===== src/rtl/regfile_pkg.sv =====
// Shared register-file constants and the clear/ready state type.
package regfile_pkg;

  localparam int REG_ZERO = 0;
  localparam int REG_V0   = 2;
  localparam int REG_A0   = 4;
  localparam int REG_SP   = 29;
  localparam int REG_RA   = 31;

  localparam logic [31:0] SP_INIT_DEFAULT = 32'h7fff_fffc;

  typedef enum logic {
    CLEAR = 1'b0,
    READY = 1'b1
  } rf_state_t;

endpackage


===== src/rtl/regfile_multiport_if.sv =====
// Decode/writeback side bus of the register file: read ports, write ports, debug tap.
interface regfile_multiport_if #(
  parameter int DW     = 32,
  parameter int AW     = 5,
  parameter int NUM_RD = 2
);

  logic                 ready;
  logic [NUM_RD*AW-1:0] rd_addr;
  logic [NUM_RD*DW-1:0] rd_data;
  logic                 we;
  logic [AW-1:0]        wr_addr;
  logic [DW-1:0]        wr_data;
  logic                 link_we;
  logic [DW-1:0]        link_data;
  logic [AW-1:0]        dbg_addr;
  logic [DW-1:0]        dbg_data;

  modport master (
    input  ready, rd_data, dbg_data,
    output rd_addr, we, wr_addr, wr_data, link_we, link_data, dbg_addr
  );

  modport slave (
    output ready, rd_data, dbg_data,
    input  rd_addr, we, wr_addr, wr_data, link_we, link_data, dbg_addr
  );

endinterface


===== src/rtl/regfile_init_seq.sv =====
// Post-reset clear sequencer: walks every register once, loading its architectural
// initial value, then raises ready until the next reset.
module regfile_init_seq
  import regfile_pkg::*;
#(
  parameter int              DW      = 32,
  parameter int              DEPTH   = 32,
  parameter int              AW      = $clog2(DEPTH),
  parameter int              SP_IDX  = REG_SP,
  parameter logic [DW-1:0]   SP_INIT = DW'(SP_INIT_DEFAULT)
) (
  input  logic          clk,
  input  logic          rst,
  output logic          ready,
  output logic          clr_we,
  output logic [AW-1:0] clr_addr,
  output logic [DW-1:0] clr_data
);

  localparam logic [AW-1:0] LAST_IDX = AW'(DEPTH - 1);
  localparam logic [AW-1:0] SP_ADDR  = AW'(SP_IDX);

  rf_state_t     state_q, state_d;
  logic [AW-1:0] clr_idx_q, clr_idx_d;
  logic          ready_q, ready_d;

  always_comb begin
    state_d   = state_q;
    clr_idx_d = clr_idx_q;
    ready_d   = ready_q;
    case (state_q)
      CLEAR: begin
        clr_idx_d = clr_idx_q + AW'(1);
        if (clr_idx_q == LAST_IDX) begin
          state_d   = READY;
          ready_d   = 1'b1;
          clr_idx_d = '0;
        end
      end
      READY: begin
        ready_d = 1'b1;
      end
      default: begin
        state_d   = CLEAR;
        clr_idx_d = '0;
        ready_d   = 1'b0;
      end
    endcase
  end

  always_ff @(posedge clk) begin
    if (rst) begin
      state_q   <= CLEAR;
      clr_idx_q <= '0;
      ready_q   <= 1'b0;
    end else begin
      state_q   <= state_d;
      clr_idx_q <= clr_idx_d;
      ready_q   <= ready_d;
    end
  end

  assign ready    = ready_q;
  assign clr_we   = (state_q == CLEAR);
  assign clr_addr = clr_idx_q;
  assign clr_data = (clr_idx_q == SP_ADDR) ? SP_INIT : '0;

endmodule


===== src/rtl/regfile_multiport.sv =====
// Multi-read-port CPU register file with link port, hardwired zero and sequenced clear.
// Define REGFILE_BYPASS_EN to forward same-edge writes to the read ports.
module regfile_multiport
  import regfile_pkg::*;
#(
  parameter int            DW       = 32,
  parameter int            DEPTH    = 32,
  parameter int            NUM_RD   = 2,
  parameter int            LINK_IDX = REG_RA,
  parameter int            SP_IDX   = REG_SP,
  parameter logic [DW-1:0] SP_INIT  = DW'(SP_INIT_DEFAULT)
) (
  input logic               clk,
  input logic               rst,
  regfile_multiport_if.slave bus
);

  localparam int            AW        = $clog2(DEPTH);
  localparam logic [AW-1:0] LINK_ADDR = AW'(LINK_IDX);
  localparam logic [AW-1:0] ZERO_ADDR = AW'(REG_ZERO);

  logic          ready;
  logic          clr_we;
  logic [AW-1:0] clr_addr;
  logic [DW-1:0] clr_data;

  logic [DW-1:0] regs_q [DEPTH];

  logic          gen_wr_en;
  logic          link_wr_en;

  regfile_init_seq #(
    .DW      (DW),
    .DEPTH   (DEPTH),
    .AW      (AW),
    .SP_IDX  (SP_IDX),
    .SP_INIT (SP_INIT)
  ) u_init_seq (
    .clk      (clk),
    .rst      (rst),
    .ready    (ready),
    .clr_we   (clr_we),
    .clr_addr (clr_addr),
    .clr_data (clr_data)
  );

  assign bus.ready = ready;

  // Writes are only accepted once the clear walk has finished; index 0 is never written.
  always_comb begin
    gen_wr_en  = ready && bus.we && (bus.wr_addr != ZERO_ADDR);
    link_wr_en = ready && bus.link_we && (LINK_ADDR != ZERO_ADDR);
  end

  // Link write is issued last so it overrides a general write to the same register.
  always_ff @(posedge clk) begin
    if (clr_we) begin
      regs_q[clr_addr] <= clr_data;
    end else begin
      if (gen_wr_en) begin
        regs_q[bus.wr_addr] <= bus.wr_data;
      end
      if (link_wr_en) begin
        regs_q[LINK_ADDR] <= bus.link_data;
      end
    end
  end

  generate
    for (genvar gi = 0; gi < NUM_RD; gi++) begin : g_rd
      logic [AW-1:0] addr;
      logic [DW-1:0] rd_d;
      logic [DW-1:0] rd_q;

      assign addr = bus.rd_addr[gi*AW +: AW];

      always_comb begin
        rd_d = '0;
        if (ready && (addr != ZERO_ADDR)) begin
`ifdef REGFILE_BYPASS_EN
          if (link_wr_en && (addr == LINK_ADDR)) begin
            rd_d = bus.link_data;
          end else if (gen_wr_en && (addr == bus.wr_addr)) begin
            rd_d = bus.wr_data;
          end else begin
            rd_d = regs_q[addr];
          end
`else
          rd_d = regs_q[addr];
`endif
        end
      end

      always_ff @(posedge clk) begin
        if (rst) begin
          rd_q <= '0;
        end else begin
          rd_q <= rd_d;
        end
      end

      assign bus.rd_data[gi*DW +: DW] = rd_q;
    end
  endgenerate

  assign bus.dbg_data = (bus.dbg_addr == ZERO_ADDR) ? '0 : regs_q[bus.dbg_addr];

endmodule


===== src/flat_wrapper.sv =====
// flat-port wrapper written by rule: the top's interface ports become plain ports
module regfile_multiport_flat import regfile_pkg::*;
#(
  parameter int            DW       = 32,
  parameter int            DEPTH    = 32,
  parameter int            NUM_RD   = 2,
  parameter int            LINK_IDX = REG_RA,
  parameter int            SP_IDX   = REG_SP,
  parameter logic [DW-1:0] SP_INIT  = DW'(SP_INIT_DEFAULT)
)
  (clk, rst, bus_ready, bus_rd_data, bus_dbg_data, bus_rd_addr, bus_we, bus_wr_addr, bus_wr_data, bus_link_we, bus_link_data, bus_dbg_addr);
  regfile_multiport_if #(.DW(DW), .AW((5)), .NUM_RD(NUM_RD)) bus_i ();
  input logic clk;
  input logic rst;
  output wire logic [$bits(bus_i.ready)-1:0] bus_ready;
  output wire logic [$bits(bus_i.rd_data)-1:0] bus_rd_data;
  output wire logic [$bits(bus_i.dbg_data)-1:0] bus_dbg_data;
  input wire logic [$bits(bus_i.rd_addr)-1:0] bus_rd_addr;
  input wire logic [$bits(bus_i.we)-1:0] bus_we;
  input wire logic [$bits(bus_i.wr_addr)-1:0] bus_wr_addr;
  input wire logic [$bits(bus_i.wr_data)-1:0] bus_wr_data;
  input wire logic [$bits(bus_i.link_we)-1:0] bus_link_we;
  input wire logic [$bits(bus_i.link_data)-1:0] bus_link_data;
  input wire logic [$bits(bus_i.dbg_addr)-1:0] bus_dbg_addr;
  assign bus_ready = bus_i.ready;
  assign bus_rd_data = bus_i.rd_data;
  assign bus_dbg_data = bus_i.dbg_data;
  assign bus_i.rd_addr = bus_rd_addr;
  assign bus_i.we = bus_we;
  assign bus_i.wr_addr = bus_wr_addr;
  assign bus_i.wr_data = bus_wr_data;
  assign bus_i.link_we = bus_link_we;
  assign bus_i.link_data = bus_link_data;
  assign bus_i.dbg_addr = bus_dbg_addr;
  regfile_multiport #(.DW(DW), .DEPTH(DEPTH), .NUM_RD(NUM_RD), .LINK_IDX(LINK_IDX), .SP_IDX(SP_IDX), .SP_INIT(SP_INIT)) u_core (.clk(clk), .rst(rst), .bus(bus_i));
endmodule

===== config.mk =====
export PLATFORM = sky130hd
export DESIGN_NAME = regfile_multiport_flat
export DESIGN_NICKNAME = d
export VERILOG_FILES = /design/src/rtl/regfile_pkg.sv /design/src/rtl/regfile_multiport_if.sv /design/src/rtl/regfile_init_seq.sv /design/src/rtl/regfile_multiport.sv /design/src/flat_wrapper.sv
export SDC_FILE = /design/constraint.sdc
export NUM_CORES = 1
export LEC_CHECK = 0
export CAP_MARGIN = 10
export CORE_MARGIN = 10
export CORE_UTILIZATION = 40
export DETAILED_ROUTE_END_ITERATION = 10
export GPL_TIMING_DRIVEN = 0
export PLACE_DENSITY = 0.63
export SLEW_MARGIN = 15
export SYNTH_ARGS = -nofsm -noshare
export SYNTH_HDL_FRONTEND = slang
export SYNTH_HIERARCHICAL = 1
export SYNTH_SLANG_ARGS = --single-unit

===== constraint.sdc =====
create_clock -name clk -period 6.4 [get_ports clk]
set_clock_uncertainty 0.2 [all_clocks]
set_input_delay 0.96 -clock clk [delete_from_list [all_inputs] [get_ports clk]]
set_output_delay 0.96 -clock clk [all_outputs]
set_load 0.01 [all_outputs]

==> flow_summary.yaml <==
final_layout:
  drive_above_1_share_pct: 26.91
  nets: 4183
  syn_to_final_growth_pct: 16.04
  layout_common_cells: "1024 x edfxtp_1, 723 x mux2i_1, 434 x mux4_2, 334 x a22oi_1, 176 x clkdlybuf4s50_1"
  nFillCells: 12730
  layout_commonest_cell: "edfxtp_1"
  fin_util_pct: 46.82
setup_path:
  crit_family: "buffers and inverters"
  worstPathRequired_ps: 5240
  rr_startpoint: "u_core/u_init_seq/ready$_SDFFE_PP0P_"
  worstSetupPathType: "input pin to primary output"
  cp-start-kind: "input pin"
  cp.arrival_ps: 5400
  slowest_delay_ps: 920
  cp_max_fo: 10
  r2r-end: "u_core/g_rd[0].rd_q[16]$_SDFF_PP0_"
  cp.depth: 6
  crit_path_end_kind: "primary output"
  worstSetupEndpoint: "bus_dbg_data[12]"
  startpoint: "bus_dbg_addr[3]"
  worst-r2r-cell-count: 5
  rrSetupSlack_ps: 1910
  cp_slowest_cell: "a311oi_1"
  crit_buf_inv: 4
  path_cells: "clkdlybuf4s50_1 -> clkbuf_1 -> clkbuf_1 -> o2111ai_1 -> a311oi_1 -> clkdlybuf4s50_1"
synth:
  ys_seq_area_share_pct: 54.58
  ys_types: 54
  synth_edf_count: 1024
  synth_area_per_cell_um2: 15.88
  synth-seq-cells: 1095
  synth_area_um2: 58950
  synth-main-ff-cell: "edfxtp_1"
  async_flop_share_pct: 0
  yosysWarnings: 6
  synth_cells: 3711
clocking:
  cts.clk_slew.worst_paths_ps: 60
  clock_path_buffers: 3
  cts_tree: "done"
  cts_root_buf: "clkbuf_16"
  clock-sinks: 1095
  clock_latency_ps: 770
  cts_buffers: 118
  htree_num_levels: 3
detailed_routing:
  wl_mm: 266.4
  avgRoutedWirePerCell_um: 43.55
  routed_via_density: 7.130
  dr_total_vias: 43610
  first_pass_iters: 6
  drt-initial-drc-count: 7757
  ant_nets: 0
  drc: 0
pwr:
  pwr-share-seq_pct: 46.7
  sw_frac_of_total_pct: 25.21
  power.internal_mw: 12.59
  power.total_mw: 16.84
  vdd.ir_drop.worst_mv: 0.2745
  p_switching_mw: 4.246
  combPwrFrac_pct: 11.2
  p_leak_nw: 22.09
  clkPwrFrac_pct: 42.1
  p_per_area_nw_per_um2: 246.2
die:
  die_x_um: 403.9
  die-area_um2: 163100
  die_y_um: 403.9
  coreArea_um2: 146100
  io_pins: 185
  initial_utilization_pct: 40.35
  num_rows: 140
global_routing:
  antenna_found_initial: 21
  grt_pass1_vias: 41770
  grt.overflow.total: 0
  grt_max_degree: 33
  track_usage_pct: 31.54
  grt_pass1_wl_mm: 354.0
timing:
  fmax_mhz: 152.5
  tightest_slew_ps: 1503
  rsz0062_at_grt: "no"
  setup_viol: 12
  tns_ps: -986.2
  fin_ws_ps: -155.5
  timing.slew.headroom_pct: -0.4150
  fin_hold_ws_ps: 394.1
  period_needed_ps: 6555
  maxSlewViolCount: 6
  fin_crit_sh_pct: 102.4
  hold_violations: 0
place:
  dp_slack_ps: -571.8
  routabilityCongestion: 1.006
  portBuffers: 176
  dp_hpwl_mm: 194.9
outcome:
  status: "finished with violations"
  violations: "capacitance limit, slew limit, setup timing"
min_path:
  hp-class: "flop to flop"
flow_run:
  drv_cap: 1
[through the flow]
| stage | area [um^2] | instances |
|---|---|---|
| 2_1_floorplan | 58950 | 3713 |
| 3_3_place_gp | 63110 | 5806 |
| 3_5_place_dp | 64310 | 5887 |
| 4_1_cts | 68300 | 6111 |
| 5_1_grt | 68390 | 6113 |
| 6_report | 68400 | 6117 |
[state kept, by name, summed over array words and instances (netlist names)]
name                        flops
u_core/g_rd.rd_q               64
u_core/u_init_seq/state_q       1
u_core/regs_q                1024
u_core/u_init_seq/clr_addr      5
u_core/u_init_seq/ready         1
[cell type report]
type	count	area, um^2	share of cell area, %
Antenna cell	4	10.01	0.01463
Timing Repair Buffer	259	2736	4.001
Multi-Input combinational cell	2246	25230	36.89
Clock inverter	66	641.9	0.9384
Sequential cell	1095	32170	47.03
Tap cell	1917	2399	3.507
Clock buffer	158	3321	4.855
Inverter	7	26.28	0.03841
Buffer	365	1863	2.724
[metal layers]
| layer | GRT usage [%] | part of all wire [%] | wire length (um) |
|---|---|---|---|
| met5 | 0 | 0.056 | 150 |
| met4 | 21.57 | 8.4 | 22260 |
| met3 | 10.66 | 14 | 37440 |
| met2 | 43.78 | 41 | 109100 |
| met1 | 41.41 | 37 | 97390 |
[synthesized netlist by cell type (all sizes together) (3+ instances only)]
library cell / number / area share (%)
a211oi: 32 / 0.41
a21oi: 5 / 0.042
a221oi: 24 / 0.36
a22oi: 334 / 4.3
a311oi: 32 / 0.48
a31oi: 4 / 0.064
and2: 5 / 0.053
and3: 4 / 0.042
buf: 217 / 2.2
clkbuf: 148 / 0.95
dfxtp: 71 / 2.4
edfxtp: 1024 / 52
ha: 3 / 0.064
inv: 7 / 0.045
mux2: 151 / 3.0
mux2i: 724 / 12
mux4: 434 / 17
nand2: 74 / 0.47
nand2b: 3 / 0.032
nand3: 153 / 1.3
nand3b: 3 / 0.059
nand4: 13 / 0.14
nor2: 39 / 0.26
nor2b: 44 / 0.47
nor3: 19 / 0.16
nor3b: 6 / 0.076
o2111ai: 62 / 0.92
o21ai: 59 / 0.50
[cells by family (layout without fill, tap and decap cells)]
| logic type | Yosys count | after routing | synth area share (%) |
|---|---|---|---|
| AOI/OAI and AO/OA | 561 | 561 | 7.145 |
| adders and majority gates | 3 | 3 | 0.06368 |
| buffers and inverters | 372 | 855 | 3.165 |
| DFF | 1095 | 1095 | 54.58 |
| muxes | 1309 | 1309 | 31.86 |
| other | 1 | 7 | 0.006362 |
| and+or+nand+nor | 370 | 370 | 3.182 |
[what timing repair did]
action,4_1_cts,5_1_grt
hold buffers,0,0
buffers inserted,0,0
gates resized for setup,9,7
setup endpoints to repair,22,6
[worst min-delay path by stage]
stage | from | to | slack (ps) | cells past startpoint
6_report | u_core/u_init_seq/clr_addr[1]$_SDFFE_PP0N_ | u_core/u_init_seq/clr_addr[3]$_SDFFE_PP0N_ | 390 | 2
5_1_grt | u_core/u_init_seq/clr_addr[1]$_SDFFE_PP0N_ | u_core/u_init_seq/clr_addr[3]$_SDFFE_PP0N_ | 460 | 2
4_1_cts | u_core/u_init_seq/clr_addr[1]$_SDFFE_PP0N_ | u_core/u_init_seq/clr_addr[3]$_SDFFE_PP0N_ | 400 | 2
3_5_place_dp | u_core/u_init_seq/clr_addr[1]$_SDFFE_PP0N_ | u_core/u_init_seq/clr_addr[3]$_SDFFE_PP0N_ | 400 | 2
3_3_place_gp | u_core/u_init_seq/clr_addr[1]$_SDFFE_PP0N_ | u_core/u_init_seq/clr_addr[3]$_SDFFE_PP0N_ | 380 | 2
2_1_floorplan | u_core/u_init_seq/clr_addr[1]$_SDFFE_PP0N_ | u_core/u_init_seq/clr_addr[3]$_SDFFE_PP0N_ | 330 | 2
[power groups by stage]
stage	combinational [mW]	sequential (mW)	clock, mW
6_report	1.88	7.87	7.09
5_1_grt	1.87	7.87	7.42
4_1_cts	1.79	7.87	7.11
3_5_place_dp	1.79	8.02	0
3_3_place_gp	1.75	8.03	0
2_1_floorplan	0.966	8.00	0
[worst register-to-register path: cells and delay by family, from the launching register on]
family	cells	cell delay, ps
AO/OA/AOI/OAI	1	480
AND/OR/NAND/NOR	3	2260
flip-flops	1	510
buffers and inverters	1	870
Power figures use the tool's default switching activity.
